**config.mk**
```make
export PLATFORM = sky130hd
export DESIGN_NAME = uk101_acia
export DESIGN_NICKNAME = d
export VERILOG_FILES = /design/src/rtl/uk101_acia.sv
export SDC_FILE = /design/constraint.sdc
export NUM_CORES = 1
export LEC_CHECK = 0
export BUFFER_PORTS_ARGS = -buffer_cell sky130_fd_sc_hd__buf_2
export CORE_MARGIN = 2
export CORE_UTILIZATION = 40
export DETAILED_ROUTE_END_ITERATION = 16
export PLACE_DENSITY = 0.63
export SETUP_SLACK_MARGIN = 0.5
export SLEW_MARGIN = 20
export SYNTH_ARGS = -nofsm -noshare
export SYNTH_HDL_FRONTEND = slang
export SYNTH_SLANG_ARGS = --single-unit
```
**constraint.sdc**
```tcl
create_clock -name cpu_clk -period 6.73 [get_ports cpu_clk]
set_input_delay 0.3365 -clock cpu_clk [delete_from_list [all_inputs] [get_ports cpu_clk]]
set_output_delay 0.3365 -clock cpu_clk [all_outputs]
set_load 0.02 [all_outputs]
```
**src/rtl/uk101_acia.sv**
```systemverilog
// 6850-style serial port for the UK101 bus: fixed 8N1 framing, single TX holding
// register, single RX data register and an active-low IRQ to the 6502 core.
module uk101_acia #(
  parameter int unsigned BAUD_DIV = 104
) (
  input  logic       cpu_clk,
  input  logic       rst_n,
  input  logic       uart_cs,
  input  logic       uart_rs,
  input  logic       uart_rd,
  input  logic       uart_we,
  input  logic [7:0] uart_din,
  output logic [7:0] uart_dout,
  output logic       uart_txd,
  input  logic       uart_rxd,
  output logic       irq_n
);

  typedef enum logic [1:0] {S_IDLE, S_START, S_DATA, S_STOP} ser_state_t;

  localparam logic [15:0] BIT_LAST = 16'(BAUD_DIV - 1);
  localparam logic [15:0] BIT_HALF = 16'(BAUD_DIV / 2);

  logic        wr, rd_acc, rd_q, rd_first, rd_data_first, wr_data, wr_ctrl, mr;
  logic        rie, tie, tdre, rdrf, fe, ovrn, irq;
  logic        rie_n, tie_n, tdre_n, rdrf_n, fe_n, ovrn_n;
  logic [7:0]  thr, rdr, rdr_n;
  ser_state_t  tx_state, tx_state_n, rx_state, rx_state_n;
  logic [15:0] tx_cnt, tx_cnt_n, rx_cnt, rx_cnt_n;
  logic [2:0]  tx_idx, tx_idx_n, rx_idx, rx_idx_n;
  logic [7:0]  tx_shift, tx_shift_n, rx_shift, rx_shift_n;
  logic        tx_load, txd_n, txd_q, rx_done;
  logic        rxd_s1, rxd_s2, rxd_prev;

  assign wr            = ~uart_cs & uart_we;
  assign rd_acc        = ~uart_cs & uart_rd;
  assign rd_first      = rd_acc & ~rd_q;
  assign rd_data_first = rd_first & uart_rs;
  assign wr_data       = wr & uart_rs;
  assign wr_ctrl       = wr & ~uart_rs;
  assign mr            = wr_ctrl & (uart_din[1:0] == 2'b11);

  assign irq       = (rie & (rdrf | ovrn)) | (tie & tdre);
  assign uart_dout = uart_rs ? rdr : {irq, 1'b0, ovrn, fe, 2'b00, tdre, rdrf};
  assign uart_txd  = txd_q;

  always_ff @(posedge cpu_clk or negedge rst_n) begin
    if (!rst_n) begin
      rd_q     <= 1'b0;
      rie      <= 1'b0;
      tie      <= 1'b0;
      tdre     <= 1'b1;
      rdrf     <= 1'b0;
      fe       <= 1'b0;
      ovrn     <= 1'b0;
      thr      <= '0;
      rdr      <= '0;
      irq_n    <= 1'b1;
      tx_state <= S_IDLE;
      tx_cnt   <= '0;
      tx_idx   <= '0;
      tx_shift <= '0;
      txd_q    <= 1'b1;
      rx_state <= S_IDLE;
      rx_cnt   <= '0;
      rx_idx   <= '0;
      rx_shift <= '0;
      rxd_s1   <= 1'b1;
      rxd_s2   <= 1'b1;
      rxd_prev <= 1'b1;
    end else begin
      rd_q     <= rd_acc;
      rie      <= rie_n;
      tie      <= tie_n;
      tdre     <= tdre_n;
      rdrf     <= rdrf_n;
      fe       <= fe_n;
      ovrn     <= ovrn_n;
      if (wr_data) thr <= uart_din;
      rdr      <= rdr_n;
      irq_n    <= ~irq;
      tx_state <= tx_state_n;
      tx_cnt   <= tx_cnt_n;
      tx_idx   <= tx_idx_n;
      tx_shift <= tx_shift_n;
      txd_q    <= txd_n;
      rx_state <= rx_state_n;
      rx_cnt   <= rx_cnt_n;
      rx_idx   <= rx_idx_n;
      rx_shift <= rx_shift_n;
      rxd_s1   <= uart_rxd;
      rxd_s2   <= rxd_s1;
      rxd_prev <= rxd_s2;
    end
  end

  // Transmitter: the shifter reloads straight from THR at the end of STOP so
  // queued bytes go out without an idle gap.
  always_comb begin
    tx_state_n = tx_state;
    tx_cnt_n   = tx_cnt + 16'd1;
    tx_idx_n   = tx_idx;
    tx_shift_n = tx_shift;
    tx_load    = 1'b0;
    case (tx_state)
      S_IDLE: begin
        tx_cnt_n = '0;
        if (!tdre) begin
          tx_load    = 1'b1;
          tx_state_n = S_START;
        end
      end
      S_START: begin
        if (tx_cnt == BIT_LAST) begin
          tx_cnt_n   = '0;
          tx_idx_n   = '0;
          tx_state_n = S_DATA;
        end
      end
      S_DATA: begin
        if (tx_cnt == BIT_LAST) begin
          tx_cnt_n   = '0;
          tx_shift_n = {1'b0, tx_shift[7:1]};
          tx_idx_n   = tx_idx + 3'd1;
          if (tx_idx == 3'd7) tx_state_n = S_STOP;
        end
      end
      S_STOP: begin
        if (tx_cnt == BIT_LAST) begin
          tx_cnt_n = '0;
          if (!tdre) begin
            tx_load    = 1'b1;
            tx_state_n = S_START;
          end else begin
            tx_state_n = S_IDLE;
          end
        end
      end
      default: tx_state_n = S_IDLE;
    endcase
    if (tx_load) tx_shift_n = thr;
    if (mr) begin
      tx_state_n = S_IDLE;
      tx_cnt_n   = '0;
      tx_idx_n   = '0;
      tx_load    = 1'b0;
    end
    txd_n = 1'b1;
    if (tx_state_n == S_START) txd_n = 1'b0;
    else if (tx_state_n == S_DATA) txd_n = tx_shift_n[0];
  end

  // Receiver works on the synchronised line; START re-checks at mid-bit to reject glitches.
  always_comb begin
    rx_state_n = rx_state;
    rx_cnt_n   = rx_cnt + 16'd1;
    rx_idx_n   = rx_idx;
    rx_shift_n = rx_shift;
    rx_done    = 1'b0;
    case (rx_state)
      S_IDLE: begin
        rx_cnt_n = '0;
        if (rxd_prev & ~rxd_s2) rx_state_n = S_START;
      end
      S_START: begin
        if (rx_cnt == BIT_HALF) begin
          rx_cnt_n   = '0;
          rx_idx_n   = '0;
          rx_state_n = rxd_s2 ? S_IDLE : S_DATA;
        end
      end
      S_DATA: begin
        if (rx_cnt == BIT_LAST) begin
          rx_cnt_n   = '0;
          rx_shift_n = {rxd_s2, rx_shift[7:1]};
          rx_idx_n   = rx_idx + 3'd1;
          if (rx_idx == 3'd7) rx_state_n = S_STOP;
        end
      end
      S_STOP: begin
        if (rx_cnt == BIT_LAST) begin
          rx_done    = 1'b1;
          rx_cnt_n   = '0;
          rx_state_n = S_IDLE;
        end
      end
      default: rx_state_n = S_IDLE;
    endcase
    if (mr) begin
      rx_state_n = S_IDLE;
      rx_cnt_n   = '0;
      rx_idx_n   = '0;
      rx_done    = 1'b0;
    end
  end

  // Status: a data read clears its flags before a coincident stop sample is applied.
  always_comb begin
    rie_n  = rie;
    tie_n  = tie;
    tdre_n = tdre;
    if (tx_load) tdre_n = 1'b1;
    if (wr_data) tdre_n = 1'b0;
    rdrf_n = rdrf & ~rd_data_first;
    fe_n   = fe & ~rd_data_first;
    ovrn_n = ovrn & ~rd_data_first;
    rdr_n  = rdr;
    if (rx_done) begin
      if (!rdrf_n) begin
        rdr_n  = rx_shift;
        rdrf_n = 1'b1;
        fe_n   = ~rxd_s2;
      end else begin
        ovrn_n = 1'b1;
      end
    end
    if (wr_ctrl && !mr) begin
      rie_n = uart_din[7];
      tie_n = (uart_din[6:5] == 2'b01);
    end
    if (mr) begin
      tdre_n = 1'b1;
      rdrf_n = 1'b0;
      fe_n   = 1'b0;
      ovrn_n = 1'b0;
    end
  end

endmodule

```
==> summary.md <==
| Metric | Value |
|---|---|
| Outcome | `completed` |
| Clock sinks | `86` |
| Area grow syn2layout | `10.8%` |
| # DRC | `0` |
| Final ANT Viol Nets | `0` |
| Starting density of the core | `41.4%` |
| Total track usage | `14.5%` |
| Routability cong. | `0.789` |
| Root Buffer | `clkbuf_8` |
| First-pass GRT wire length | `12.8 mm` |
| Measured slew at the worst slew-check pin | `0.787 ns` |
| Boundary Pins | `25` |
| Synth unique cells | `47` |
| Vias in the first global route | `2686` |
| Die height | `105 um` |
| Main flop type after synthesis | `dfrtp_1` |
| Antenna diodes | `0` |
| Worst EP required | `6.95 ns` |
| Final setup viols | `0` |
| Synthesized instance count | `363` |
| Slack of the critical path | `4.26 ns` |
| Row count | `36` |
| Final wirelength | `7.36 mm` |
| Cts bufs inserted | `9` |
| CORE AREA | `9770 um^2` |
| Setup Skew | `0.0176 ns` |
| Async set or reset register ratio after synthesis | `100%` |
| Clock Latency Late Sink | `0.36 ns` |
| Syn nets | `389` |
| Share of the yosys chip area belonging to registers | `53.4%` |
| Final hold vios | `0` |
| Utilization after layout | `45.8%` |
| Slew margin rel. | `47.4%` |
| Pwr Density | `299 nW/um^2` |
| CTS H-tree depth | `3` |
| Fin. max-slew vios | `0` |
| GRT overflow | `0` |
| Vias | `2670` |
| DR iter-0 viols | `109` |
| Post-route setup TNS | `0 ns` |
| Wire per inst | `13.9 um` |
| CP Launch Type | `register` |
| WS Path Type | `register to register` |
| Yosys reg bits | `86` |
| Maximum number of pins on one net before global-route repair | `47` |
| Post-Syn Area | `4040 um^2` |
| Fin Hold WS | `0.0725 ns` |
| Leak pwr | `2.12 nW` |
| Vias per cell | `5.06` |
| Worst-path fanout max | `16` |
| Fin cells | `528` |
| Clock Path Buffers | `2` |
| Die width | `105 um` |
| Syn_area_per_cell | `11.1 um^2` |
| Hold crit path type | `input pin to register` |
| Drt pass-1 iters | `5` |
| Die area | `10900 um^2` |
| Initial antenna violation count | `0` |
| CP Capture Type | `register` |
| I/O Buffers | `24` |
| Placed cells | `511` |
| Final Cycle Share | `36.7%` |
| Max-cap violations | `0` |
| Number of enable flip-flop cells after synthesis | `0` |
| Worst Path Arrival | `2.68 ns` |
| Layout cells sized above 1 | `22.0%` |
| RSZ-0062 raised after global routing | `no` |
| Clock-pin slew on the worst setup and hold paths | `0.09 ns` |
| Worst slack at placement | `4.10 ns` |
| Postcts setup bufs | `0` |
| Dpl hpwl | `5.16 mm` |
| Final Critical Period | `2.47 ns` |
| Worst IR Drop VDD | `118 uV` |
| TritonCTS clock tree | `yes` |
| Final net count | `416` |
| Yosys warns | `0` |
| Fmax | `405 MHz` |
## logic make-up after synthesis
| group | synth area share [%] |
|---|---|
| and+or+nand+nor | 18.3 |
| DFF | 53.4 |
| muxes | 11.4 |
| AOI/OAI and AO/OA | 5.14 |
| xor gates and xnor gates | 6.06 |
| buffers and inverters | 2.26 |
| adders and majority gates | 3.40 |
## path summary, 6_finish.rpt
check                           from          end  slack [ns]  cells past startpoint
setup / recovery           tx_cnt[7]  tx_shift[2]        4.26                      5
hold / removal              uart_rxd       rxd_s1        0.07                      1
setup reg to reg           tx_cnt[7]  tx_shift[2]        4.26                      5
hold reg to reg               rxd_s1       rxd_s2        0.37                      0
max in group asynchronous      rst_n        irq_n        5.24                      3
min in group asynchronous      rst_n  tx_shift[3]        0.51                      2
## per-layer routing
metal	vias up	track usage, %	wire (um)
met5	-	0	0
met4	0	6.56	152
met3	13	3.93	297
met2	42	21.8	3370
met1	1297	19.7	3540
li1	1318	-	-
## synthesized netlist by cell type (2+ instances only)
cell type | instances | share of area [%]
nand3b_1 | 2 | 0.37
nor3b_1 | 4 | 0.74
a21oi_1 | 6 | 0.74
nor3_1 | 4 | 0.50
a31oi_1 | 2 | 0.31
o41ai_1 | 2 | 0.43
nand3_1 | 16 | 2.0
nand4_1 | 5 | 0.77
and2_1 | 3 | 0.46
nand4b_1 | 4 | 0.87
inv_1 | 11 | 1.0
nor4_1 | 3 | 0.46
nand2_1 | 26 | 2.4
buf_2 | 3 | 0.37
ha_1 | 11 | 3.4
mux2_2 | 32 | 8.9
a22oi_1 | 3 | 0.56
mux2i_1 | 10 | 2.5
dfrtp_1 | 80 | 50
xnor2_1 | 11 | 2.4
clkbuf_1 | 5 | 0.46
nor2b_1 | 4 | 0.62
xor2_1 | 17 | 3.7
dfstp_2 | 6 | 3.9
and3_1 | 5 | 0.77
nor2_1 | 52 | 4.8
nand2b_1 | 3 | 0.46
and4_1 | 3 | 0.65
o21a_1 | 2 | 0.37
o21ai_0 | 11 | 1.4
## layout by cell type (no fill, tap or decap), types with 5 or more instances in the layout
master    instances
mux2i_1          10
nand2_1          26
xor2_1           17
buf_2            23
nand4_1           5
inv_1            11
ha_1             11
dfstp_2           6
o21ai_0          11
dfrtp_1          80
mux2_2           32
and3_1            5
a21oi_1           6
nor2_1           52
xnor2_1          11
clkbuf_8          9
nand3_1          16
## power by group
group	total, mW	internal [mW]	switching (mW)
combinational	0.336	0.137	0.199
clock	0.337	0.139	0.198
sequential	0.665	0.601	0.0645
total	1.34	0.877	0.461
## critical path, stage by stage (launching register included)
cell	delay (ns)
dfrtp_1	0.45
or4_4	0.57
nor4_4	0.54
a21oi_2	0.14
nor3_4	0.44
o21ai_0	0.19
## what timing repair did
| item | 4_1_cts | 5_1_grt |
|---|---|---|
| hold buffers | 1 | 0 |
| endpoints found under the hold margin | 36 | 0 |
| resized for setup | 0 | 0 |
## state kept, by name, indices dropped and copies added, names as in the netlist, 2 cells and up
register / flops
tx_state: 2
thr: 8
tx_cnt: 16
rdr: 8
rx_idx: 3
rx_state: 2
tx_idx: 3
rx_shift: 8
tx_shift: 8
rx_cnt: 16
## layout make-up
cell class	count	area, um^2
repair buffers	26	140
fillers	932	5300
multi-input cells	256	1790
clock inverters	7	55.1
inverters	11	41.3
clock buffers	9	124
flip-flops and latches	86	2160
well taps	133	166
## through the flow
stage,cell area [um^2],power [mW]
after floorplan,4040,0.937
after global placement,4290,1.00
after detailed placement,4290,1.01
after CTS,4480,1.35
after global routing,4480,1.44
final,4480,1.34
(Power assumes the default switching activity.)
